===== src/rtl/mpu_store_sched_pkg.sv =====
// mpu_store_sched_pkg: shared state type, address width and scheduler defaults
package mpu_store_sched_pkg;
   localparam int MATRIX_REG_BITS = 4;
   localparam int STORE_ADDR_W = MATRIX_REG_BITS + 1;
   localparam int NUM_STORE_REQ = 4;
   localparam int STORE_TIMEOUT_CYCLES = 1024;
   typedef enum logic [2:0] {
      SCHED_IDLE,
      SCHED_ISSUE,
      SCHED_WAIT_START,
      SCHED_ACTIVE,
      SCHED_DONE
   } sched_state_e;
endpackage


===== src/rtl/mpu_store_sched_if.sv =====
// mpu_store_sched_if: requester-side request/grant/completion bundle of the store scheduler
interface mpu_store_sched_if
   import mpu_store_sched_pkg::*;
#(
   parameter int NUM_REQ = NUM_STORE_REQ,
   parameter int ADDR_W = STORE_ADDR_W
);
   logic [NUM_REQ-1:0] req_in;
   logic [NUM_REQ-1:0][ADDR_W-1:0] req_addr_in;
   logic [NUM_REQ-1:0] grant_out;
   logic [NUM_REQ-1:0] done_out;
   logic [NUM_REQ-1:0] err_out;
   logic busy_out;
   modport master (output req_in, req_addr_in, input grant_out, done_out, err_out, busy_out);
   modport slave (input req_in, req_addr_in, output grant_out, done_out, err_out, busy_out);
endinterface


===== src/rtl/mpu_store_sched_arbiter.sv =====
// mpu_rr_arbiter: combinational round-robin pick of the first request at or after ptr
module mpu_rr_arbiter #(
   parameter int N = 4,
   parameter int IDX_W = $clog2(N)
) (
   input  logic [N-1:0] req,
   input  logic [IDX_W-1:0] ptr,
   input  logic enable,
   output logic [N-1:0] grant,
   output logic [IDX_W-1:0] grant_idx,
   output logic valid
);
   // Scan from the farthest offset back to ptr so the nearest set request at or after ptr wins last.
   always_comb begin
      grant = '0;
      grant_idx = '0;
      valid = 1'b0;
      for (int i = N - 1; i >= 0; i--) begin
         if (enable && req[(int'(ptr) + i) % N]) begin
            grant = '0;
            grant[(int'(ptr) + i) % N] = 1'b1;
            grant_idx = IDX_W'((int'(ptr) + i) % N);
            valid = 1'b1;
         end
      end
   end
endmodule


===== src/rtl/mpu_store_sched.sv =====
// mpu_store_sched: round-robin sharing of mpu_store among requesters; define MPU_STORE_SCHED_TIMEOUT_EN for the transfer watchdog
module mpu_store_sched
   import mpu_store_sched_pkg::*;
#(
   parameter int NUM_REQ = NUM_STORE_REQ,
   parameter int TIMEOUT_CYCLES = STORE_TIMEOUT_CYCLES
) (
   input  logic clk,
   input  logic rst,
   mpu_store_sched_if.slave bus,
   output logic store_req_out,
   output logic [STORE_ADDR_W-1:0] store_addr_out,
   input  logic store_en_in
);
   localparam int IDX_W = $clog2(NUM_REQ);
   sched_state_e state, state_d;
   logic [IDX_W-1:0] rr_ptr, win_idx;
   logic [NUM_REQ-1:0] win_grant, grant_q;
   logic [STORE_ADDR_W-1:0] addr_q;
   logic win_valid, timeout;

   if (NUM_REQ < 2 || NUM_REQ > 8 || TIMEOUT_CYCLES < 2) begin : g_bad_params
      $error("mpu_store_sched: NUM_REQ must be 2..8 and TIMEOUT_CYCLES at least 2");
   end

   mpu_rr_arbiter #(.N(NUM_REQ), .IDX_W(IDX_W)) u_arb (
      .req(bus.req_in),
      .ptr(rr_ptr),
      .enable(state == SCHED_IDLE),
      .grant(win_grant),
      .grant_idx(win_idx),
      .valid(win_valid)
   );

`ifdef MPU_STORE_SCHED_TIMEOUT_EN
   localparam int CNT_W = $clog2(TIMEOUT_CYCLES);
   logic [CNT_W-1:0] wd_cnt;
   logic err_q;
   assign timeout = (state == SCHED_WAIT_START || state == SCHED_ACTIVE) && wd_cnt == CNT_W'(TIMEOUT_CYCLES - 1);
   assign bus.err_out = (state == SCHED_DONE && err_q) ? grant_q : '0;
   // Watchdog counts cycles in the current waiting state, restarts on any state change, and remembers a timeout exit.
   always_ff @(posedge clk) begin
      if (rst) begin
         wd_cnt <= '0;
         err_q <= 1'b0;
      end else begin
         wd_cnt <= (state_d == state && (state == SCHED_WAIT_START || state == SCHED_ACTIVE)) ? wd_cnt + 1'b1 : '0;
         err_q <= timeout;
      end
   end
`else
   assign timeout = 1'b0;
   assign bus.err_out = '0;
`endif

   // Next-state: arbitrate in idle, then follow the store-enable strobe through start and end of the transfer.
   always_comb begin
      state_d = state;
      unique case (state)
         SCHED_IDLE:       state_d = win_valid ? SCHED_ISSUE : SCHED_IDLE;
         SCHED_ISSUE:      state_d = SCHED_WAIT_START;
         SCHED_WAIT_START: state_d = timeout ? SCHED_DONE : store_en_in ? SCHED_ACTIVE : SCHED_WAIT_START;
         SCHED_ACTIVE:     state_d = (timeout || !store_en_in) ? SCHED_DONE : SCHED_ACTIVE;
         SCHED_DONE:       state_d = SCHED_IDLE;
         default:          state_d = SCHED_IDLE;
      endcase
   end

   // State register plus winner/address latch and pointer advance taken when leaving idle.
   always_ff @(posedge clk) begin
      if (rst) begin
         state <= SCHED_IDLE;
         rr_ptr <= '0;
         grant_q <= '0;
         addr_q <= '0;
      end else begin
         state <= state_d;
         if (state == SCHED_IDLE && win_valid) begin
            grant_q <= win_grant;
            addr_q <= bus.req_addr_in[win_idx];
            rr_ptr <= (win_idx == IDX_W'(NUM_REQ - 1)) ? '0 : win_idx + 1'b1;
         end
      end
   end

   assign bus.grant_out = (state == SCHED_IDLE) ? '0 : grant_q;
   assign bus.done_out = (state == SCHED_DONE) ? grant_q : '0;
   assign bus.busy_out = state != SCHED_IDLE;
   assign store_req_out = state == SCHED_ISSUE;
   assign store_addr_out = addr_q;
endmodule


===== src/flat_wrapper.sv =====
// flat-port wrapper written by rule: the top's interface ports become plain ports
module mpu_store_sched_flat import mpu_store_sched_pkg::*;
#(
   parameter int NUM_REQ = NUM_STORE_REQ,
   parameter int TIMEOUT_CYCLES = STORE_TIMEOUT_CYCLES
)
  (clk, rst, store_req_out, store_addr_out, store_en_in, bus_req_in, bus_req_addr_in, bus_grant_out, bus_done_out, bus_err_out, bus_busy_out);
  mpu_store_sched_if #(.NUM_REQ(NUM_REQ), .ADDR_W((STORE_ADDR_W))) bus_i ();
  input  logic clk;
  input  logic rst;
  output logic store_req_out;
  output logic [STORE_ADDR_W-1:0] store_addr_out;
  input  logic store_en_in;
  input wire logic [$bits(bus_i.req_in)-1:0] bus_req_in;
  input wire logic [$bits(bus_i.req_addr_in)-1:0] bus_req_addr_in;
  output wire logic [$bits(bus_i.grant_out)-1:0] bus_grant_out;
  output wire logic [$bits(bus_i.done_out)-1:0] bus_done_out;
  output wire logic [$bits(bus_i.err_out)-1:0] bus_err_out;
  output wire logic [$bits(bus_i.busy_out)-1:0] bus_busy_out;
  assign bus_i.req_in = bus_req_in;
  assign bus_i.req_addr_in = bus_req_addr_in;
  assign bus_grant_out = bus_i.grant_out;
  assign bus_done_out = bus_i.done_out;
  assign bus_err_out = bus_i.err_out;
  assign bus_busy_out = bus_i.busy_out;
  mpu_store_sched #(.NUM_REQ(NUM_REQ), .TIMEOUT_CYCLES(TIMEOUT_CYCLES)) u_core (.clk(clk), .rst(rst), .bus(bus_i), .store_req_out(store_req_out), .store_addr_out(store_addr_out), .store_en_in(store_en_in));
endmodule

===== config.mk =====
export PLATFORM = sky130hd
export DESIGN_NAME = mpu_store_sched_flat
export DESIGN_NICKNAME = d
export VERILOG_FILES = /design/src/rtl/mpu_store_sched_pkg.sv /design/src/rtl/mpu_store_sched_if.sv /design/src/rtl/mpu_store_sched_arbiter.sv /design/src/rtl/mpu_store_sched.sv /design/src/flat_wrapper.sv
export SDC_FILE = /design/constraint.sdc
export NUM_CORES = 1
export LEC_CHECK = 0
export ABC_AREA = 0
export CAP_MARGIN = 20
export CORE_UTILIZATION = 42
export DETAILED_ROUTE_END_ITERATION = 16
export PLACE_DENSITY = 0.77
export SETUP_SLACK_MARGIN = 0.05
export SLEW_MARGIN = 20
export SYNTH_ARGS = -nofsm -noshare
export SYNTH_HDL_FRONTEND = slang
export SYNTH_SLANG_ARGS = --single-unit

===== constraint.sdc =====
create_clock -name clk -period 2.5 [get_ports clk]
set_input_delay 0.375 -clock clk [delete_from_list [all_inputs] [get_ports clk]]
set_output_delay 0.375 -clock clk [all_outputs]
set_load 0.01 [all_outputs]

==> metrics list <==
* Worst Path Arrival: 2.62 ns
- Sort of element at the end of the critical path: register
* Final antenna diode count: 0
- Number of CTS-inserted buffers: 3
- The clock passes through at most 2 buffers.
- Post-synth cell types: 44
* Antenna violations before repair: 0
- Counting flops with a built-in enable in the synthesized netlist gives 0.
- The final layout contains 265 nets.
- CTS tree: built
* Power density relative to cell area: 982 nW/um2
* Overall routing resource usage: 22.1%
- Core outline area: 3100 um2
- Among all stages on the critical path, the largest delay is contributed by sky130_fd_sc_hd__mux4_2.
- The routed layout has 1506 vias.
- Clock edge transition at the registers on the reported setup and hold paths: 0.08 ns
- The first global-routing pass estimated 6000 um of wire.
- Cells taking the most area after synthesis: sky130_fd_sc_hd__dfxtp_1, sky130_fd_sc_hd__mux2i_1, sky130_fd_sc_hd__ha_1
* Half-perimeter wire length of the detailed placement result: 2900 um
- The worst hold path passes through 2 cells.
- Setup violations remaining at the end of the flow were counted as 0.
- Cell breakdown of the critical path: buf_4 -> mux4_2 -> nor2b_4 -> a2111oi_4 -> mux2_4 -> o211a_1 -> a21o_1
- In this design, the largest share of critical-path delay is due to multiplexers.
- Overflow after GRT: 0
- The die is 59.6 um tall.
- Grt peak-use layer: met2
* Yosys warns: 0
* Routability congestion estimate: 0.863
- Timing analysis after detailed placement gives a worst setup slack of -0.239 ns.
- Final routed wire length divided by cell count: 13.4 um
* Start point of the worst min-delay path: u_core.grant_q[1]
* Most common flop cell mapped by yosys: sky130_fd_sc_hd__dfxtp_1
- The detail route stage leaves a number of antenna-violating nets equal to 0.
- From synthesis to final layout, the design area changed by 46.7%.
* Utilization after layout: 65.8%
- Across the routed clock network, the largest skew measured is 0.00455 ns.
- Synthesized area divided by synthesized cell count: 8.14 um2
* Ranking of synthesized cells by instance count: sky130_fd_sc_hd__nor2_1, sky130_fd_sc_hd__nand2_1, sky130_fd_sc_hd__dfxtp_1, sky130_fd_sc_hd__mux2i_1
* Status: finished clean
- For this run, asynchronously set or reset flops after synthesis account for 0%.
- Clock network latency to the later pin of the worst-skew pair: 0.28 ns
- Via count of the first global-routing pass: 1374
* Crit Path Class: reg -> reg
- Summing all flip-flop and latch instances after layout gives 284 um2.
* Number of buffers and inverters on the critical path: 1
- Area occupied by multi-input gates: 1040 um2
- The share of synthesized area in the top cell type comes to 20.1%.
- After layout, the worst setup slack is 0.0680 ns.
- Number of top-level design ports: 46
- The count of endpoints failing hold in the final timing report came to 0.
- The floorplan step defined a die boundary enclosing 3550 um2.
- Crit path required time: 2.69 ns
* Number of cells on the worst reg-to-reg path: 7
* TritonCTS Sinks: 14
- Reg-to-reg slack, setup: 0.07 ns
- Row count: 20
* Residual DRC count: 0
* Number of filler instances in the final layout: 284
* Number of slew-limit violations in the final report: 0
- The worst register-to-register path begins at u_core.rr_ptr[0].
* Count of TritonRoute iterations in the first routing pass: 4
- Achievable frequency: 411 MHz
* H-tree depth: 1
* Total Routed Length: 3650 um
* Buffer cell driving the clock tree root: sky130_fd_sc_hd__clkbuf_4
* Pin slew with the least headroom to its limit: 0.522 ns
* Largest area contributor in the netlist: sky130_fd_sc_hd__dfxtp_1
* Initial core utilization: 44.8%
- Horiz. Die Dim: 59.6 um
- In this design, the stage delay of the slowest critical-path cell is 0.53 ns.
* Pin count of the biggest net entering global routing: 12
- Met2 global-route usage: 39.5%
- Setup repair after global routing missed its margin: true
* Netlist Area Pre-Place: 1390 um2
* Drt via density: 5.52
* Setup TNS: 0 ns
- The post-route netlist has 19.2% of its cells at a drive strength greater than 1.
- Synthesis inferred 14 register bits.
* GR met3 Demand/Resource: 5.02%
- Static leakage power: 0.000930 uW
- In the post-synthesis netlist, the cell with the most instances is sky130_fd_sc_hd__nor2_1.
- DRC marker count from the first detailed-route iteration: 29
* Crit Reg-Reg Endpoint: u_core.store_addr_out[1]
* Sequential area share after synthesis: 20.1%
- Counting every instance in the synthesized netlist gives 171.
- Worst Hold Class: reg -> reg
* Total of buffers placed on input and output ports: 41
* Headroom to the max-slew limit: 65.2%
- Of the available clock period, the critical path in the final layout requires 97.3%.
- End point of the most critical hold path: u_core.grant_q[1]
* Fraction of met1 tracks used by global routing: 25.5%
* CP Max Fanout: 6
- CP startpoint kind: register
* Fin crit period: 2.43 ns
- After clock tree synthesis, the flow added hold-fix buffers numbering 0.
* Worst VDD drop: 0.000547 V
- Maxcap violations: 0
-- through the flow --
stage	instance area [um2]	std cells	hold slack [ns]	power, uW
floorplan	1420	174	0.431	1310
CTS	1990	270	0.481	1920
global placement	1960	267	0.456	1740
finish	2040	273	0.474	2000
detailed placement	1960	267	0.471	1780
global route	2040	273	0.506	2170
-- timing repair --
item                                    in CTS  in global routing
setup buffers                                0                  3
pin swaps                                    0                  2
endpoints found under the setup margin       2                  8
gates resized for setup                      1                  9
-- registers in the layout (all words and copies together) (netlist names) --
register               flops
u_core.store_addr_out      5
u_core.grant_q             4
u_core.state               3
u_core.rr_ptr              2
-- where the power goes --
group / internal, uW / leakage (uW) / switching (uW)
sequential: 310 / 0.000117 / 55.2
combinational: 764 / 0.000799 / 745
clock: 56.0 / 0.0000138 / 73.0
-- layout make-up --
cell class | count | area share (%)
Timing Repair Buffer | 67 | 30.0
Multi-Input combinational cell | 138 | 50.8
Inverter | 7 | 1.47
Sequential cell | 14 | 13.9
Clock buffer | 3 | 1.10
Tap cell | 44 | 2.70
-- per-layer routing --
metal	vias up	wire, um
met5	-	0
met4	0	47
met3	7	169
met2	44	1830
met1	714	1600
li1	741	-
-- worst register-to-register path: stages (launching register included) --
cell                        delay, ns
sky130_fd_sc_hd__dfxtp_4         0.37
sky130_fd_sc_hd__buf_4           0.16
sky130_fd_sc_hd__mux4_2          0.53
sky130_fd_sc_hd__nor2b_4         0.15
sky130_fd_sc_hd__a2111oi_4       0.44
sky130_fd_sc_hd__mux2_4          0.34
sky130_fd_sc_hd__o211a_1         0.20
sky130_fd_sc_hd__a21o_1          0.14
-- kinds of logic (layout without fill, tap and decap cells) --
group                      Yosys count  after routing  share of synthesized area, %
xor gates and xnor gates             2              2                          1.26
muxes                               18             18                          15.3
DFF                                 14             14                          20.1
and+or+nand+nor                     66             66                          23.8
buffers and inverters               22             77                          8.72
other                                1              4                         0.270
adders and majority gates            7              7                          6.29
AOI/OAI and AO/OA                   41             41                          24.2
-- worst max-delay path by stage --
stage	from	endpoint	slack [ns]	depth (start not counted)
floorplan	u_core.rr_ptr[0]	u_core.store_addr_out[1]	0.04	9
global placement	bus_req_in[3]	u_core.store_addr_out[1]	-0.13	7
detailed placement	bus_req_in[2]	u_core.store_addr_out[1]	-0.24	7
CTS	u_core.rr_ptr[0]	u_core.store_addr_out[1]	0.04	8
global route	u_core.rr_ptr[0]	u_core.store_addr_out[1]	-0.002	8
finish	u_core.rr_ptr[0]	u_core.store_addr_out[1]	0.07	7
-- cells in the final DEF, fill, tap and decap left out, drive strengths merged, types with 6 or more instances in the layout --
cell / count
dfxtp: 14
clkdlybuf4s50: 38
mux2i: 13
a21oi: 6
nor2: 22
ha: 7
buf: 26
a221oi: 7
nand2: 17
inv: 6
No activity file was read; power rests on OpenSTA's default activity.
